--- config.mk ---
export PLATFORM = sky130hd
export DESIGN_NAME = modmul_seq
export DESIGN_NICKNAME = d
export VERILOG_FILES = /design/src/rtl/modmul_pkg.sv /design/src/rtl/modmul_step.sv /design/src/rtl/modmul_seq.sv
export SDC_FILE = /design/constraint.sdc
export NUM_CORES = 1
export LEC_CHECK = 0
export CAP_MARGIN = 15
export CORE_UTILIZATION = 45
export DETAILED_ROUTE_END_ITERATION = 10
export HOLD_SLACK_MARGIN = 0.12
export MAX_ROUTING_LAYER = met4
export PLACE_DENSITY = 0.81
export SLEW_MARGIN = 20
export SYNTH_ARGS = -nofsm -noshare
export SYNTH_HDL_FRONTEND = slang
export SYNTH_HIERARCHICAL = 1
export SYNTH_SLANG_ARGS = --single-unit
--- constraint.sdc ---
create_clock -name clk -period 5.15 [get_ports clk]
set_input_delay 1.545 -clock clk [delete_from_list [all_inputs] [get_ports clk]]
set_output_delay 1.545 -clock clk [all_outputs]
set_load 0.02 [all_outputs]
--- src/rtl/modmul_pkg.sv ---
`default_nettype none
// ============================================================================
// Module      : modmul_pkg
// Description : Shared definitions for the sequential modular multiplier:
//               FSM state encoding and the iteration-counter width helper.
// Revision    : 1.0 - initial release
// ============================================================================
package modmul_pkg;

  // Controller states
  typedef enum logic [1:0] {
    IDLE = 2'd0,
    RUN  = 2'd1,
    DONE = 2'd2
  } state_e;

  // Width of a counter that indexes DATA_WIDTH iterations (0..DATA_WIDTH-1).
  function automatic int cnt_width(input int data_width);
    return (data_width > 1) ? $clog2(data_width) : 1;
  endfunction

endpackage : modmul_pkg
`default_nettype wire

--- src/rtl/modmul_step.sv ---
`default_nettype none
// ============================================================================
// Module      : modmul_step
// Description : One combinational shift-add-reduce iteration of an MSB-first
//               interleaved modular multiplication:
//                 t = 2*r + (bit ? a : 0);  then subtract m up to twice.
// Ports       : r_in   - current accumulator (DATA_WIDTH+2 bits, r_in < m)
//               a_in   - multiplicand (a_in < m)
//               bit_in - current multiplier bit
//               m_in   - modulus
//               r_out  - reduced accumulator (< m)
// Revision    : 1.0 - initial release
// ============================================================================
module modmul_step #(
  parameter int DATA_WIDTH = 8
) (
  input  logic [DATA_WIDTH+1:0] r_in,
  input  logic [DATA_WIDTH-1:0] a_in,
  input  logic                  bit_in,
  input  logic [DATA_WIDTH-1:0] m_in,
  output logic [DATA_WIDTH+1:0] r_out
);

  localparam int RW = DATA_WIDTH + 2;

  logic [RW-1:0] w_m;
  logic [RW-1:0] w_dbl;
  logic [RW-1:0] w_sum;
  logic [RW-1:0] w_sub1;
  logic [RW-1:0] w_sub2;

  // With r < m and a < m, 2r + a < 3m, so two conditional subtracts always
  // bring the result back below m. Two guard bits keep 2r + a from wrapping.
  always_comb begin
    w_m    = {2'b00, m_in};
    w_dbl  = r_in << 1;
    w_sum  = w_dbl + (bit_in ? {2'b00, a_in} : {RW{1'b0}});
    w_sub1 = (w_sum  >= w_m) ? (w_sum  - w_m) : w_sum;
    w_sub2 = (w_sub1 >= w_m) ? (w_sub1 - w_m) : w_sub1;
    r_out  = w_sub2;
  end

endmodule : modmul_step
`default_nettype wire

--- src/rtl/modmul_seq.sv ---
`default_nettype none
// ============================================================================
// Module      : modmul_seq
// Description : Sequential modular multiplier computing (a*b) mod modulant,
//               one bit of b per cycle MSB-first, with valid/ready handshakes.
// Ports       : clk, reset            - clock, synchronous active-high reset
//               in_valid / in_ready   - operand handshake (ready only in IDLE)
//               a, b, modulant        - operands, captured on accept
//               out_valid / out_ready - result handshake (valid only in DONE)
//               out                   - (a*b) mod modulant
//               err                   - modulant==0 or a>=modulant
// Revision    : 1.0 - initial release
// ============================================================================
module modmul_seq
  import modmul_pkg::*;
#(
  parameter int DATA_WIDTH = 8
) (
  input  logic                  clk,
  input  logic                  reset,
  input  logic                  in_valid,
  output logic                  in_ready,
  input  logic [DATA_WIDTH-1:0] a,
  input  logic [DATA_WIDTH-1:0] b,
  input  logic [DATA_WIDTH-1:0] modulant,
  output logic                  out_valid,
  input  logic                  out_ready,
  output logic [DATA_WIDTH-1:0] out,
  output logic                  err
);

  localparam int RW = DATA_WIDTH + 2;
  localparam int CW = cnt_width(DATA_WIDTH);
  localparam logic [CW-1:0] C_LAST_CNT = CW'(DATA_WIDTH - 1);

  state_e                state_q, state_d;
  logic [RW-1:0]         r_q,     r_d;
  logic [DATA_WIDTH-1:0] a_q,     a_d;
  logic [DATA_WIDTH-1:0] b_q,     b_d;
  logic [DATA_WIDTH-1:0] m_q,     m_d;
  logic [CW-1:0]         cnt_q,   cnt_d;
  logic                  err_q,   err_d;

  logic [RW-1:0]         w_r_next;
  logic                  w_accept;
  logic                  w_bad_ops;

  // b is shifted left each iteration, so its MSB is always the current bit.
  modmul_step #(
    .DATA_WIDTH (DATA_WIDTH)
  ) u_step (
    .r_in   (r_q),
    .a_in   (a_q),
    .bit_in (b_q[DATA_WIDTH-1]),
    .m_in   (m_q),
    .r_out  (w_r_next)
  );

  assign in_ready  = (state_q == IDLE);
  assign out_valid = (state_q == DONE);
  assign out       = r_q[DATA_WIDTH-1:0];
  assign err       = err_q;

  assign w_accept  = in_valid && in_ready;
  assign w_bad_ops = (modulant == '0) || (a >= modulant);

  always_comb begin
    state_d = state_q;
    r_d     = r_q;
    a_d     = a_q;
    b_d     = b_q;
    m_d     = m_q;
    cnt_d   = cnt_q;
    err_d   = err_q;

    unique case (state_q)
      IDLE: begin
        if (w_accept) begin
          a_d   = a;
          b_d   = b;
          m_d   = modulant;
          r_d   = '0;
          cnt_d = '0;
          if (w_bad_ops) begin
            // Rejected operation: report immediately with a zero result.
            err_d   = 1'b1;
            state_d = DONE;
          end else begin
            err_d   = 1'b0;
            state_d = RUN;
          end
        end
      end

      RUN: begin
        r_d   = w_r_next;
        b_d   = {b_q[DATA_WIDTH-2:0], 1'b0};
        cnt_d = cnt_q + 1'b1;
        if (cnt_q == C_LAST_CNT) begin
          state_d = DONE;
        end
      end

      DONE: begin
        if (out_ready) begin
          state_d = IDLE;
        end
      end

      default: begin
        state_d = IDLE;
      end
    endcase
  end

  always_ff @(posedge clk) begin
    if (reset) begin
      state_q <= IDLE;
      r_q     <= '0;
      a_q     <= '0;
      b_q     <= '0;
      m_q     <= '0;
      cnt_q   <= '0;
      err_q   <= 1'b0;
    end else begin
      state_q <= state_d;
      r_q     <= r_d;
      a_q     <= a_d;
      b_q     <= b_d;
      m_q     <= m_d;
      cnt_q   <= cnt_d;
      err_q   <= err_d;
    end
  end

endmodule : modmul_seq
`default_nettype wire

# Word-level counts from Yosys, hierarchy flattened
# Index checks and enable logic that the tools add are counted.
[classes]
reduce_logical = 8
addsub = 4
eq_ne = 6
magnitude_cmp = 3
mux = 15
[ops]
columns = ["cell", "n"]
rows = [
  [">= comparator 10 x 8 -> 1 bit", 2],
  ["two-way mux 9 bit", 2],
  ["one-hot mux 9 bit (2 select lines)", 1],
  ["two-way mux 8 bit", 2],
  ["one-hot mux 8 bit (2 select lines)", 1],
  ["adder 10 x 8 -> 10 bit", 1],
  ["two-way mux 10 bit", 1],
  ["subtractor 10 x 8 -> 10 bit", 1],
  ["subtractor 9 x 8 -> 9 bit", 1],
  [">= comparator 8 bit", 1],
  ["zero test 8 bit", 1],
  ["two-way mux 2 bit", 4],
  ["one-hot mux 2 bit (3 select lines)", 1],
  ["one-hot mux 3 bit (2 select lines)", 1],
  ["inequality test 2 x 1 -> 1 bit, second input constant", 2],
  ["AND reduction 2 bit", 2],
  ["adder 3 x 1 -> 3 bit, second input constant", 1],
  ["== test 3 bit, second input constant", 1],
  ["two-way mux 3 bit", 1],
  ["AND reduction 3 bit", 1],
  ["== test 2 x 1 -> 1 bit, second input constant", 1],
  ["== test 2 bit, second input constant", 1],
  ["zero test 2 bit", 1],
  ["inequality test 2 bit, second input constant", 1],
  ["other kinds (4)", 4],
]
[word_totals]
elab_cells = 43
in_bits = 28
out_inout_bits = 11
reg_bits = 39

# Depth between registers and ports, before layout
[depth]
ltp_word = 7
depth_mapped = 25
ltp_nobuf = 25

# Modules after synthesis
# The synthesis kept the hierarchy.
[by_module_without_submodules]
columns = ["mod", "seq_area_each_um2", "area_each_um2", "n_inst", "cells_per_inst"]
rows = [
  ["modmul_seq", 800.8, 1798.0, 1, 222],
  ["modmul_step", 0.0, 1428.9, 1, 183],
]

# Least setup slack after synthesis
# No wires, ideal clock.
[synth_timing]
path_type = "register to register"
from = "register b_q[7]"
to = "register r_q[6]"
t_required_ns = 5.018
period_less_slack_ns = 5.446
setup_time_ns = 0.132
setup_slack_ns = -0.296
path_buffers = 0
stages_incl_launch_ff = 25
arrival_ns = 5.314
path_cell_list = "dfxtp_1 > and2_1 > ha_1 > fa_1 > a211oi_1 > nor2_1 > o21a_1 > nor2_1 > xnor2_1 > ha_1 > nand2_1 > o21ai_0 > nor2_1 > nand3_1 > mux2_2 > ha_1 > nor2b_1 > o21ai_0 > a21oi_1 > nor4bb_1 > o21bai_1 > a311oi_4 > mux2_2 > nand2_1 > a21oi_1"
[synth_via]
elab_chain_cells = 7
word_cells_on_any_way = 9
classes_between = "add/sub (3); order compare (2); mux (4)"
[synth_rtl]
columns = ["element", "line_no", "source"]
rows = [
  ["start: declaration", "modmul_seq.sv:39", "logic [DATA_WIDTH-1:0] b_q, b_d;"],
  ["start signal: assignment", "modmul_seq.sv:121", "b_q <= '0;"],
  ["start signal: assignment", "modmul_seq.sv:129", "b_q <= b_d;"],
  ["two-way mux 8 bit *", "modmul_step.sv:37", "w_sum = w_dbl + (bit_in ? {2'b00, a_in} : {RW{1'b0}});"],
  ["adder 10 x 8 -> 10 bit *", "modmul_step.sv:37", ""],
  ["subtractor 10 x 8 -> 10 bit or >= comparator 10 x 8 -> 1 bit (tied branches)", "modmul_step.sv:38", "w_sub1 = (w_sum >= w_m) ? (w_sum - w_m) : w_sum;"],
  ["two-way mux 10 bit *", "modmul_step.sv:38", ""],
  ["subtractor 9 x 8 -> 9 bit or >= comparator 10 x 8 -> 1 bit (tied branches)", "modmul_step.sv:39", "w_sub2 = (w_sub1 >= w_m) ? (w_sub1 - w_m) : w_sub1;"],
  ["two-way mux 9 bit *", "modmul_step.sv:39", ""],
  ["via w_r_next[6]", "modmul_seq.sv:44", "logic [RW-1:0] w_r_next;"],
  ["one-hot mux 9 bit (2 select lines) *", "modmul_seq.sv:76", "unique case (state_q)"],
  ["end signal: assignment", "modmul_seq.sv:127", "r_q <= r_d;"],
  ["end: declaration", "modmul_seq.sv:37", "logic [RW-1:0] r_q, r_d;"],
]
# Mark *: on every way through the listed nets, which the timed path passes. The rest lies on a longest branch.
# A chain may end at the register's enable or synchronous reset.

# Final worst setup path
[layout_timing]
from = "register a_q[1]"
to = "register r_q[6]"
[layout_via]
elab_chain_cells = 7
word_cells_on_any_way = 9
classes_between = "add/sub (3); order compare (2); mux (4)"
[layout_rtl]
columns = ["element", "line_no", "source"]
rows = [
  ["start: declaration", "modmul_seq.sv:38", "logic [DATA_WIDTH-1:0] a_q, a_d;"],
  ["start signal: assignment", "modmul_seq.sv:120", "a_q <= '0;"],
  ["start signal: assignment", "modmul_seq.sv:128", "a_q <= a_d;"],
  ["two-way mux 8 bit *", "modmul_step.sv:37", ""],
  ["adder 10 x 8 -> 10 bit *", "modmul_step.sv:37", ""],
  ["subtractor 10 x 8 -> 10 bit or >= comparator 10 x 8 -> 1 bit (tied branches)", "modmul_step.sv:38", ""],
  ["two-way mux 10 bit *", "modmul_step.sv:38", ""],
  ["subtractor 9 x 8 -> 9 bit or >= comparator 10 x 8 -> 1 bit (tied branches)", "modmul_step.sv:39", ""],
  ["two-way mux 9 bit *", "modmul_step.sv:39", ""],
  ["via w_r_next[6]", "modmul_seq.sv:44", ""],
  ["one-hot mux 9 bit (2 select lines) *", "modmul_seq.sv:76", ""],
]
# Marked as above.

==> summary.md <==
| Metric | Value |
|---|---|
| I/O Pins | 39 |
| CORE AREA | 0.00676 mm2 |
| Actual slew at the worst max-slew pin | 0.927 ns |
| DRC errors left | 0 |
| Pre-CTS WS | -0.305 ns |
| Via count | 3,105 |
| Top delay family on crit path | simple AND/OR/NAND/NOR gates |
| Critical Path Source | a_q[1]$_SDFFE_PP0P_ |
| WP data arrival | 5.34 ns |
| Syn avg cell area | 7.98 um2 |
| Maximum vdd drop | 0.356 mV |
| Outcome | complete, but fails checks |
| I/O Buffers | 38 |
| LEAKAGE | 1.73 nW |
| Largest stage delay, worst path | 0.38 ns |
| Crit path kind | flip-flop to flip-flop |
| Vias in the first global route | 3,090 |
| Power density cells | 775 mW/mm2 |
| Final setup TNS | -0.209 ns |
| Die H | 85.6 um |
| CTS Hold Bufs | 0 |
| Fmax | 192 MHz |
| Final Wtd Congestion | 0.999 |
| CTS tree | yes |
| Largest net degree at the start of global routing | 29 |
| Router iterations before antenna repair | 5 |
| DR iter-0 viols | 141 |
| Num rows | 30 |
| Placed cells | 518 |
| Antenna Cells | 0 |
| HP Start | a_q[4]$_SDFFE_PP0P_ |
| DRT Wirelength | 8800 um |
| Crit path max fanout | 7 |
| Full die area | 0.00732 mm2 |
| Worst path bufs/invs | 2 |
| Met1 Usage GRT | 0.270 |
| Max-Cap Viols | 0 |
| Worst Setup Slack, final | -0.0583 ns |
| Slew margin rel. | 0.381 |
| Syn_nets | 458 |
| Yosys Warn Count | 6 |
| Share of layout cells above drive strength 1 | 0.223 |
| Fillcell total | 548 |
| Synth Instances | 394 |
| Required @ worst endpoint | 5.29 ns |
| Setup-failing EPs final | 7 |
| CTS clk-pin slew, worst paths | 0.07 ns |
| Hold crit path type | flip-flop to flip-flop |
| Synth-to-Final Area Change | 31.3% |
| Final hold violation count | 0 |
| DR WL/cell | 16.4 um |
| Final core occ | 0.611 |
| Grt ovf | 0 |
| Slew Viols, Final | 0 |
| GRT busiest layer | met2 |
| H-tree depth | 2 |
| CTS Buf Count | 5 |
| GRT Overall Usage | 0.247 |
| CP endpoint kind | flip-flop |
| Bufs on Longest Clock Path | 2 |
| Fin crit share | 1.01 |
| Sink Count | 39 |
| Met3 Usage GRT | 0.0366 |
| Slowest-stage cell, CP | fa_2 |
| CP startpoint kind | flip-flop |
| Vias per cell | 5.77 |
| Root Driver | clkbuf_8 |
| Antenna violations before repair | 0 |
| Die Span X | 85.6 um |
| Worst reg2reg path startpoint | a_q[1]$_SDFFE_PP0P_ |
| Initial core utilization | 0.465 |
| Overall power after layout | 3.20 mW |
| First-pass GRT wire length | 13,800 um |
| RSZ-0062 raised after global routing | true |
| Tmin final | 5.21 ns |
| Failing checks | setup timing |
| Synthesized area | 0.00314 mm2 |
| Final Non-Filler Cells | 538 |
| # nets final | 521 |
| Clk_skew | 0.00519 ns |
| Worst-Skew Late Latency | 0.29 ns |
| Hpwl dp | 6430 um |
| Antenna Violating Nets Remaining | 0 |
| Routing usage on met2 | 0.439 |
worst register-to-register path, stage by stage (launching register included):
cell	delay, ns
dfxtp_2	0.32
and2_4	0.16
ha_4	0.16
fa_2	0.38
a211oi_2	0.27
nor2_1	0.10
o21a_1	0.19
nor2_2	0.12
xnor2_2	0.17
ha_4	0.27
and3_4	0.17
o21a_4	0.13
nor2_4	0.14
nand3_4	0.13
buf_6	0.19
mux2_2	0.29
ha_1	0.33
nand2_1	0.10
a21oi_2	0.05
nor4bb_2	0.35
o21bai_1	0.16
a311oi_4	0.23
buf_6	0.18
mux2_2	0.33
nand2_1	0.06
a21oi_1	0.06
power by group:
part           switching (mW)  leakage (nW)  internal, mW
combinational            1.16          1.34          1.36
clock                   0.109        0.0654         0.194
sequential             0.0357         0.320         0.341
cell type report:
cell class                      count  area, um2  area share
Clock buffer                        6       72.6      0.0176
Clock inverter                      2       60.1      0.0146
Inverter                           21       78.8      0.0191
Multi-Input combinational cell    311       2320       0.563
Sequential cell                    39        783       0.190
Tap cell                           80        100      0.0243
Timing Repair Buffer               79        707       0.171
cell usage in the layout (no fill, tap or decap), drive strengths merged, types with 9 or more instances in the layout:
| master | instances |
|---|---|
| nand2 | 61 |
| a21oi | 53 |
| buf | 41 |
| dfxtp | 39 |
| clkdlybuf4s50 | 38 |
| ha | 33 |
| inv | 21 |
| nor2 | 18 |
| nand3 | 16 |
| mux2 | 15 |
| o21ai | 12 |
| and2 | 9 |
final timing paths:
path                            cells after the start                   to  slack (ns)
worst min register to register                      2  a_q[4]$_SDFFE_PP0P_        0.45
worst min-delay path                                2  a_q[4]$_SDFFE_PP0P_        0.45
worst max register to register                     25  r_q[6]$_SDFFE_PP0P_       -0.06
worst max-delay path                               25  r_q[6]$_SDFFE_PP0P_       -0.06
layer usage:
| metal | part of all wire | routed length, um | vias to the layer above |
|---|---|---|---|
| li1 | - | - | 1516 |
| met1 | 0.40 | 3540 | 1458 |
| met2 | 0.50 | 4410 | 106 |
| met3 | 0.058 | 507 | 25 |
| met4 | 0.039 | 340 | 0 |
| met5 | 0 | 0 | - |
what timing repair did:
item / CTS / global route
gates resized for setup: 17 / 21
setup buffers: 6 / 6
cloned: 0 / 0
pin swaps: 13 / 12
endpoints found under the setup margin: 8 / 9
stage by stage:
| stage | cell area [um2] | hold WS, ns |
|---|---|---|
| 2_1_floorplan | 3190 | 0.432 |
| 3_3_place_gp | 3740 | 0.438 |
| 3_5_place_dp | 3740 | 0.446 |
| 4_1_cts | 3980 | 0.454 |
| 5_1_grt | 4130 | 0.472 |
| 6_report | 4130 | 0.453 |
registers in the layout, indices dropped and copies added (netlist names):
signal and flops:
a_q 8, state_q 2, cnt_q 3, m_q 8, err 1, r_q 9, b_q 8
(Power assumes the default switching activity.)
